$ cat config.mk
export PLATFORM = sky130hd
export DESIGN_NAME = pcle_count_stage_flat
export DESIGN_NICKNAME = d
export VERILOG_FILES = /design/src/rtl/pcle_count_stage_if.sv /design/src/rtl/pcle_count_stage.sv /design/src/flat_wrapper.sv
export SDC_FILE = /design/constraint.sdc
export NUM_CORES = 1
export LEC_CHECK = 0
export BUFFER_PORTS_ARGS = -buffer_cell sky130_fd_sc_hd__buf_2
export CORE_AREA = 3 3 51 53
export CTS_BUF_LIST = sky130_fd_sc_hd__clkbuf_16
export DETAILED_ROUTE_END_ITERATION = 10
export DIE_AREA = 0 0 54 56
export GPL_TIMING_DRIVEN = 0
export MAX_ROUTING_LAYER = met4
export PLACE_DENSITY = 0.88
export SLEW_MARGIN = 30
export SYNTH_ARGS = -nofsm -noshare
export SYNTH_HDL_FRONTEND = slang
export SYNTH_SLANG_ARGS = --single-unit
$ cat constraint.sdc
create_clock -name clk -period 3.7 [get_ports clk]
set_clock_uncertainty 0.15 [all_clocks]
set_input_delay 0.74 -clock clk [delete_from_list [all_inputs] [get_ports clk]]
set_output_delay 0.74 -clock clk [all_outputs]
set_load 0.02 [all_outputs]
$ cat src/rtl/pcle_count_stage_if.sv
// pcle_count_stage_if: control, counter and wrap-event handshake bundle for pcle_count_stage
// Ports (slave = stage side):
//   in : load, load_val, cnt_en, cnt_inh, ev_ready, ovr_clr
//   out: count, tc, ev_valid, ev_seq, overrun
interface pcle_count_stage_if #(
  parameter int WIDTH = 8,
  parameter int SEQ_W = 4
);
  logic             load;
  logic [WIDTH-1:0] load_val;
  logic             cnt_en;
  logic             cnt_inh;
  logic [WIDTH-1:0] count;
  logic             tc;
  logic             ev_valid;
  logic             ev_ready;
  logic [SEQ_W-1:0] ev_seq;
  logic             overrun;
  logic             ovr_clr;
  modport master (
    output load, load_val, cnt_en, cnt_inh, ev_ready, ovr_clr,
    input  count, tc, ev_valid, ev_seq, overrun
  );
  modport slave (
    input  load, load_val, cnt_en, cnt_inh, ev_ready, ovr_clr,
    output count, tc, ev_valid, ev_seq, overrun
  );
endinterface

$ cat src/rtl/pcle_count_stage.sv
// pcle_count_stage: loadable counter stage emitting sequenced terminal-count events through a 2-entry buffer
// Ports: clk, rst_n (async active-low), bus (pcle_count_stage_if.slave).
// Build option: define PCLE_SAT_EN for a saturating counter whose event fires on arrival at all-ones.
module pcle_count_stage #(
  parameter int WIDTH = 8,
  parameter int SEQ_W = 4
) (
  input logic               clk,
  input logic               rst_n,
  pcle_count_stage_if.slave bus
);
  localparam logic [WIDTH-1:0] ONES = '1;
  logic [WIDTH-1:0] count_q, count_d;
  logic [SEQ_W-1:0] seq_q, seq_d, e0_q, e0_d, e1_q, e1_d;
  logic [1:0]       occ_q, occ_d, wi;
  logic             ovr_q, ovr_d, inc, tc, pop, wr, drop;
  // e0 is the head entry; wi is the slot a new event lands in after any same-cycle pop
  always_comb begin
    inc = bus.cnt_en & ~bus.cnt_inh & ~bus.load;
`ifdef PCLE_SAT_EN
    tc = inc & (count_q == ONES - WIDTH'(1));
    count_d = bus.load ? bus.load_val : (inc && count_q != ONES) ? count_q + WIDTH'(1) : count_q;
`else
    tc = inc & (count_q == ONES);
    count_d = bus.load ? bus.load_val : inc ? count_q + WIDTH'(1) : count_q;
`endif
    seq_d = tc ? seq_q + SEQ_W'(1) : seq_q;
    pop = (occ_q != 2'd0) & bus.ev_ready;
    drop = tc & (occ_q == 2'd2) & ~pop;
    wr = tc & ~drop;
    wi = occ_q - {1'b0, pop};
    e0_d = (wr && wi == 2'd0) ? seq_d : pop ? e1_q : e0_q;
    e1_d = (wr && wi == 2'd1) ? seq_d : e1_q;
    occ_d = occ_q + {1'b0, wr} - {1'b0, pop};
    ovr_d = drop | (ovr_q & ~bus.ovr_clr);
  end
  always_ff @(posedge clk or negedge rst_n) begin
    if (!rst_n) begin
      count_q <= '0;
      seq_q <= '0;
      e0_q <= '0;
      e1_q <= '0;
      occ_q <= '0;
      ovr_q <= 1'b0;
    end else begin
      count_q <= count_d;
      seq_q <= seq_d;
      e0_q <= e0_d;
      e1_q <= e1_d;
      occ_q <= occ_d;
      ovr_q <= ovr_d;
    end
  end
  assign bus.count = count_q;
  assign bus.tc = tc;
  assign bus.ev_valid = occ_q != 2'd0;
  assign bus.ev_seq = (occ_q != 2'd0) ? e0_q : '0;
  assign bus.overrun = ovr_q;
endmodule

$ cat src/flat_wrapper.sv
// flat-port wrapper written by rule: the top's interface ports become plain ports
module pcle_count_stage_flat 
#(
  parameter int WIDTH = 8,
  parameter int SEQ_W = 4
)
  (clk, rst_n, bus_load, bus_load_val, bus_cnt_en, bus_cnt_inh, bus_ev_ready, bus_ovr_clr, bus_count, bus_tc, bus_ev_valid, bus_ev_seq, bus_overrun);
  pcle_count_stage_if #(.WIDTH(WIDTH), .SEQ_W(SEQ_W)) bus_i ();
  input logic clk;
  input logic rst_n;
  input wire logic [$bits(bus_i.load)-1:0] bus_load;
  input wire logic [$bits(bus_i.load_val)-1:0] bus_load_val;
  input wire logic [$bits(bus_i.cnt_en)-1:0] bus_cnt_en;
  input wire logic [$bits(bus_i.cnt_inh)-1:0] bus_cnt_inh;
  input wire logic [$bits(bus_i.ev_ready)-1:0] bus_ev_ready;
  input wire logic [$bits(bus_i.ovr_clr)-1:0] bus_ovr_clr;
  output wire logic [$bits(bus_i.count)-1:0] bus_count;
  output wire logic [$bits(bus_i.tc)-1:0] bus_tc;
  output wire logic [$bits(bus_i.ev_valid)-1:0] bus_ev_valid;
  output wire logic [$bits(bus_i.ev_seq)-1:0] bus_ev_seq;
  output wire logic [$bits(bus_i.overrun)-1:0] bus_overrun;
  assign bus_i.load = bus_load;
  assign bus_i.load_val = bus_load_val;
  assign bus_i.cnt_en = bus_cnt_en;
  assign bus_i.cnt_inh = bus_cnt_inh;
  assign bus_i.ev_ready = bus_ev_ready;
  assign bus_i.ovr_clr = bus_ovr_clr;
  assign bus_count = bus_i.count;
  assign bus_tc = bus_i.tc;
  assign bus_ev_valid = bus_i.ev_valid;
  assign bus_ev_seq = bus_i.ev_seq;
  assign bus_overrun = bus_i.overrun;
  pcle_count_stage #(.WIDTH(WIDTH), .SEQ_W(SEQ_W)) u_core (.clk(clk), .rst_n(rst_n), .bus(bus_i));
endmodule
-- Word level (Yosys, flattened, before mapping)
Index checks and enable logic that the tools add are counted.
- register bits after elaboration: 23
- bits of input ports: 15
- output and inout bits: 15
- word-level logic and storage cells: 40
- add/subtract/negate cells: 5
- eq/ne operators: 3
- multiplexer cells: 6
- bitwise gates (word level): 14
- reduce and logical (&&, ||, !) cells: 6
- operators with widths (cell ; count):
    4-bit two-way mux ; 4
    8-bit two-way mux ; 2
    8-bit by 1-bit adder with 8-bit output, second input constant ; 1
    1-bit AND ; 8
    8-bit equality test, second input constant ; 1
    2-bit nonzero test ; 3
    1-bit NOT ; 5
    4-bit by 1-bit adder with 4-bit output, second input constant ; 1
    2-bit by 1-bit subtractor with 2-bit output ; 2
    2-bit by 1-bit adder with 2-bit output ; 1
    2-bit by 1-bit equality test with 1-bit output, second input constant ; 1
    2-bit equality test, second input constant ; 1
    1-bit logical AND ; 2
    2-bit logical NOT ; 1
    1-bit bitwise OR ; 1

-- Depth between registers and ports, before layout
- depth after elaboration: 10
- depth in mapped cells: 8
- mapped depth without buffers: 7

-- Least setup slack after synthesis
No wires, ideal clock.
- path type: in2out
- start: input bus_cnt_inh
- end: output bus_tc
- data arrival time: 1.351 ns
- required time: 2.810 ns
- setup slack: 1.459 ns
- stages: 3
- buffers on the path: 0
- cells stage by stage: and4bb_1 > nand4_4 > inv_4
- cells in the longest elaborated chain, start to end: 4
- RTL lines (what ; line ; RTL):
    from (decl) ; flat_wrapper.sv:14 ; input wire logic [$bits(bus_i.cnt_inh)-1:0] bus_cnt_inh;
    1-bit NOT ; pcle_count_stage.sv:19 ; inc = bus.cnt_en & ~bus.cnt_inh & ~bus.load;
    1-bit AND (2 in a row) ; pcle_count_stage.sv:19 ;
    1-bit AND ; pcle_count_stage.sv:24 ; tc = inc & (count_q == ONES);
    to (decl) ; flat_wrapper.sv:18 ; output wire logic [$bits(bus_i.tc)-1:0] bus_tc;
No other way between the ends.

-- Worst setup path after layout
- start: input bus_load
- end: output bus_tc
- cells in the longest elaborated chain, start to end: 3
- RTL lines (what ; line ; RTL):
    from (decl) ; flat_wrapper.sv:11 ; input wire logic [$bits(bus_i.load)-1:0] bus_load;
    1-bit NOT ; pcle_count_stage.sv:19 ;
    1-bit AND ; pcle_count_stage.sv:19 ;
    1-bit AND ; pcle_count_stage.sv:24 ;
No other way between the ends.

==> summary.md <==
| Metric | Value |
|---|---|
| Status | finished, final reports clean |
| ANT cells | 0 |
| GPL Wtd Cong | 0.7689 |
| Reg-to-Reg Start | u_core.occ_q[1] |
| Layout net count | 167 |
| Clk Latency, worst-skew pair | 260 ps |
| HP Class | input port to asynchronous set/reset pin |
| GR Layer Usage met1 | 0.2329 |
| Pwr Density | 512.0 nW/µm² |
| Asr flop ratio synth | 1.000 |
| Die height | 56 µm |
| CTS tree | built |
| Slew HR | 0.6272 |
| Inserted Clock Buffers | 3 |
| Largest net degree at the start of global routing | 24 |
| End of the worst register-to-register path | u_core.e1_q[1] |
| Largest family of logic cells by synthesized area | simple AND/OR/NAND/NOR gates |
| RSZ-0062 raised after global routing | no |
| Adder-Cell Fraction of Synth Area | 0.04137 |
| Residual DRC | 0 |
| Hold_buf cts | 0 |
| Met2 Resource Use GR | 0.3062 |
| First-pass GRT wire length | 4167 µm |
| CP endpoint kind | output pin |
| Die area | 3024 µm² |
| Total Neg Setup Slack | 0 ps |
| Core ar. | 2191 µm² |
| Crit share post-route | 0.6991 |
| Synth warnings | 0 |
| Post-synthesis xor/xnor area fraction | 0.1013 |
| GR peak layer | met2 |
| Drt wl/cell | 14.34 µm |
| Clock Pin Slew Worst Setup and Hold Paths | 60 ps |
| DRT Pass-1 Iters | 3 |
| Clock Tree Root | clkbuf_16 |
| Combinational share of power | 0.289 |
| Global Route Usage Sum | 0.1889 |
| Critical Path RT | 2810 ps |
| Sw Share | 0.3355 |
| Depth of the CTS H-tree | 1 |
| Crit path top cell by count | buf_2 |
| Critical Path Slowest Stage Cell | and4bb_1 |
| Grt met3 use | 0.03217 |
| Io pins | 30 |
| Layout cells sized above 1 | 0.2789 |
| DRT antenna net count | 0 |
| Synth cell types | 26 |
| Sequential power share | 0.401 |
| First DRT Iteration DRCs | 7 |
| Die W | 54 µm |
| Cell area after synthesis | 1210 µm² |
| R2R cell count | 8 |
| Vias in the first global route | 955 |
| Compound-Gate Fraction of Synth Area | 0.07653 |
| FMAX | 386.6 MHz |
| Core Util, Final | 0.6710 |
| Multiplexer share of the synthesized area | 0.08687 |
| Synth Instances | 114 |
| Final setup fails | 0 |
| Internal power | 0.0005002 W |
| Predominant post-synthesis flop cell | dfrtp_1 |
| Filler cell count | 166 |
| Post-synthesis sequential area ratio | 0.4757 |
| Leakage power | 0.7569 nW |
| Internal reg-to-reg setup slack | 1290 ps |
| Worst-Margin Slew | 555.5 ps |
| DP Wirelength | 1875 µm |
| Worst EP arrival | 1700 ps |
| Synth Register Bits | 23 |
| Synthesized area per cell | 10.61 µm² |
| # Post-CTS Setup Buffers | 0 |
| Final Hold Fails | 0 |
| Critical Path, Cell by Cell | buf_2 -> and4bb_1 -> nand4_4 -> inv_4 -> buf_2 |
| Post-cts gate resize count | 0 |
| Multi-input gate area | 598.1 µm² |
| IR drop worst, VDD | 292.9 µV |
| Post-Route WL | 2509 µm |
| Final slew viol count | 0 |
| Count of flip-flops with a built-in enable after synthesis | 0 |
| Rows | 17 |
| Max Cap Viol | 0 |
| Post-Synth Simple-Gate Area | 0.1882 |
| Crit start category | input port |
| Net Sw Power | 0.0002525 W |
| Crit-path max FO | 8 |
| Min cycle time layout | 2587 ps |
| Max stage delay on crit path | 310 ps |
| Initial antenna violation count | 0 |
| CTS Sinks | 23 |
| PortBufs | 29 |
| Starting Density | 0.5523 |
| Syn nets | 133 |
| Layout area overhead | 21.51% |
| Clock share of power | 0.311 |
| Vias | 951 |
| Max Root-Sink Buffers | 2 |
| Register area | 575.6 µm² |
| Remaining Overflow, GRT | 0 |
| Vias per inst | 5.434 |
| CP Class | input port to output pin |
==> metal layers <==
metal	share of wire	up-vias
met3	0.055	5
met1	0.43	461
met4	0.014	0
met2	0.50	28
li1	-	457
met5	0	-
==> worst max-delay path: cells and delay by family <==
family | cells | cell delay (ps)
simple gates | 2 | 480
buf+inv | 3 | 480
==> how the worst max path moves through the flow <==
| stage | endpoint | slack [ps] | startpoint |
|---|---|---|---|
| 3_5_place_dp | bus_tc | 1100 | bus_load |
| 2_1_floorplan | bus_tc | 1460 | bus_cnt_inh |
| 5_1_grt | bus_tc | 1070 | bus_load |
| 6_report | bus_tc | 1110 | bus_load |
| 3_3_place_gp | bus_tc | 1130 | bus_load |
| 4_1_cts | bus_tc | 1110 | bus_load |
==> per-stage QoR <==
step	hold slack [ps]	cells	setup slack (ps)	instance area, µm²	power (W)
floorplan	294.4	114	1459	1210	0.0004573
global placement	326.8	171	1133	1390	0.0005119
detailed placement	330.0	171	1104	1390	0.0005230
CTS	316.3	175	1109	1470	0.0007577
global route	346.5	175	1067	1470	0.0007943
finish	299.9	175	1113	1470	0.0007527
==> cell type report <==
| cell class | instances | share of cell area |
|---|---|---|
| Buffer | 2 | 0.005106 |
| Clock buffer | 3 | 0.05106 |
| Clock inverter | 1 | 0.003404 |
| Inverter | 7 | 0.01957 |
| Multi-Input combinational cell | 82 | 0.4068 |
| Sequential cell | 23 | 0.3915 |
| Tap cell | 28 | 0.02383 |
| Timing Repair Buffer | 29 | 0.09872 |
==> cell usage after synthesis (2+ instances only) <==
library cell	number	share of area
nor2_1	4	0.012
inv_1	6	0.019
ha_1	4	0.041
xor2_1	8	0.058
clkbuf_1	2	0.0062
nand3_1	3	0.012
nand2_1	15	0.047
nor2b_1	5	0.026
o21ai_0	11	0.045
mux2i_1	6	0.050
dfrtp_1	23	0.48
nand4_1	5	0.026
a21oi_1	2	0.0083
xnor2_1	6	0.043
mux2_4	3	0.037
==> placed cells by master, fill, tap and decap left out, types with 4 or more instances in the layout <==
master,Yosys,final
nor2_1,4,4
xnor2_1,6,6
mux2i_1,6,6
nor2b_1,5,5
dfrtp_1,23,23
nand4_1,5,5
inv_1,6,6
ha_1,4,4
o21ai_0,11,11
buf_2,0,29
nand2_1,15,15
xor2_1,8,8
==> power groups by stage <==
stage	combinational, W	clock (W)	sequential [W]
after CTS	0.000219	0.000238	0.000301
after detailed placement	0.000217	0	0.000306
final	0.000217	0.000234	0.000302
after global placement	0.000209	0	0.000303
after floorplan	0.000145	0	0.000312
after global routing	0.000242	0.000247	0.000305
==> flip-flops by register name (all words and copies together) (netlist names) <==
| name | count |
|---|---|
| u_core.bus.overrun | 1 |
| u_core.e0_q | 4 |
| u_core.seq_q | 4 |
| u_core.occ_q | 2 |
| u_core.bus.count | 8 |
| u_core.e1_q | 4 |
==> logic make-up after synthesis <==
| kind of cell | count (synthesis) |
|---|---|
| multiplexers | 9 |
| AND/OR/NAND/NOR | 38 |
| adder cells (fa/ha/maj) | 4 |
| AO/OA/AOI/OAI | 17 |
| XOR/XNOR | 14 |
| buffers and inverters | 9 |
| flip-flops | 23 |
No activity file was read; power rests on OpenSTA's default activity.
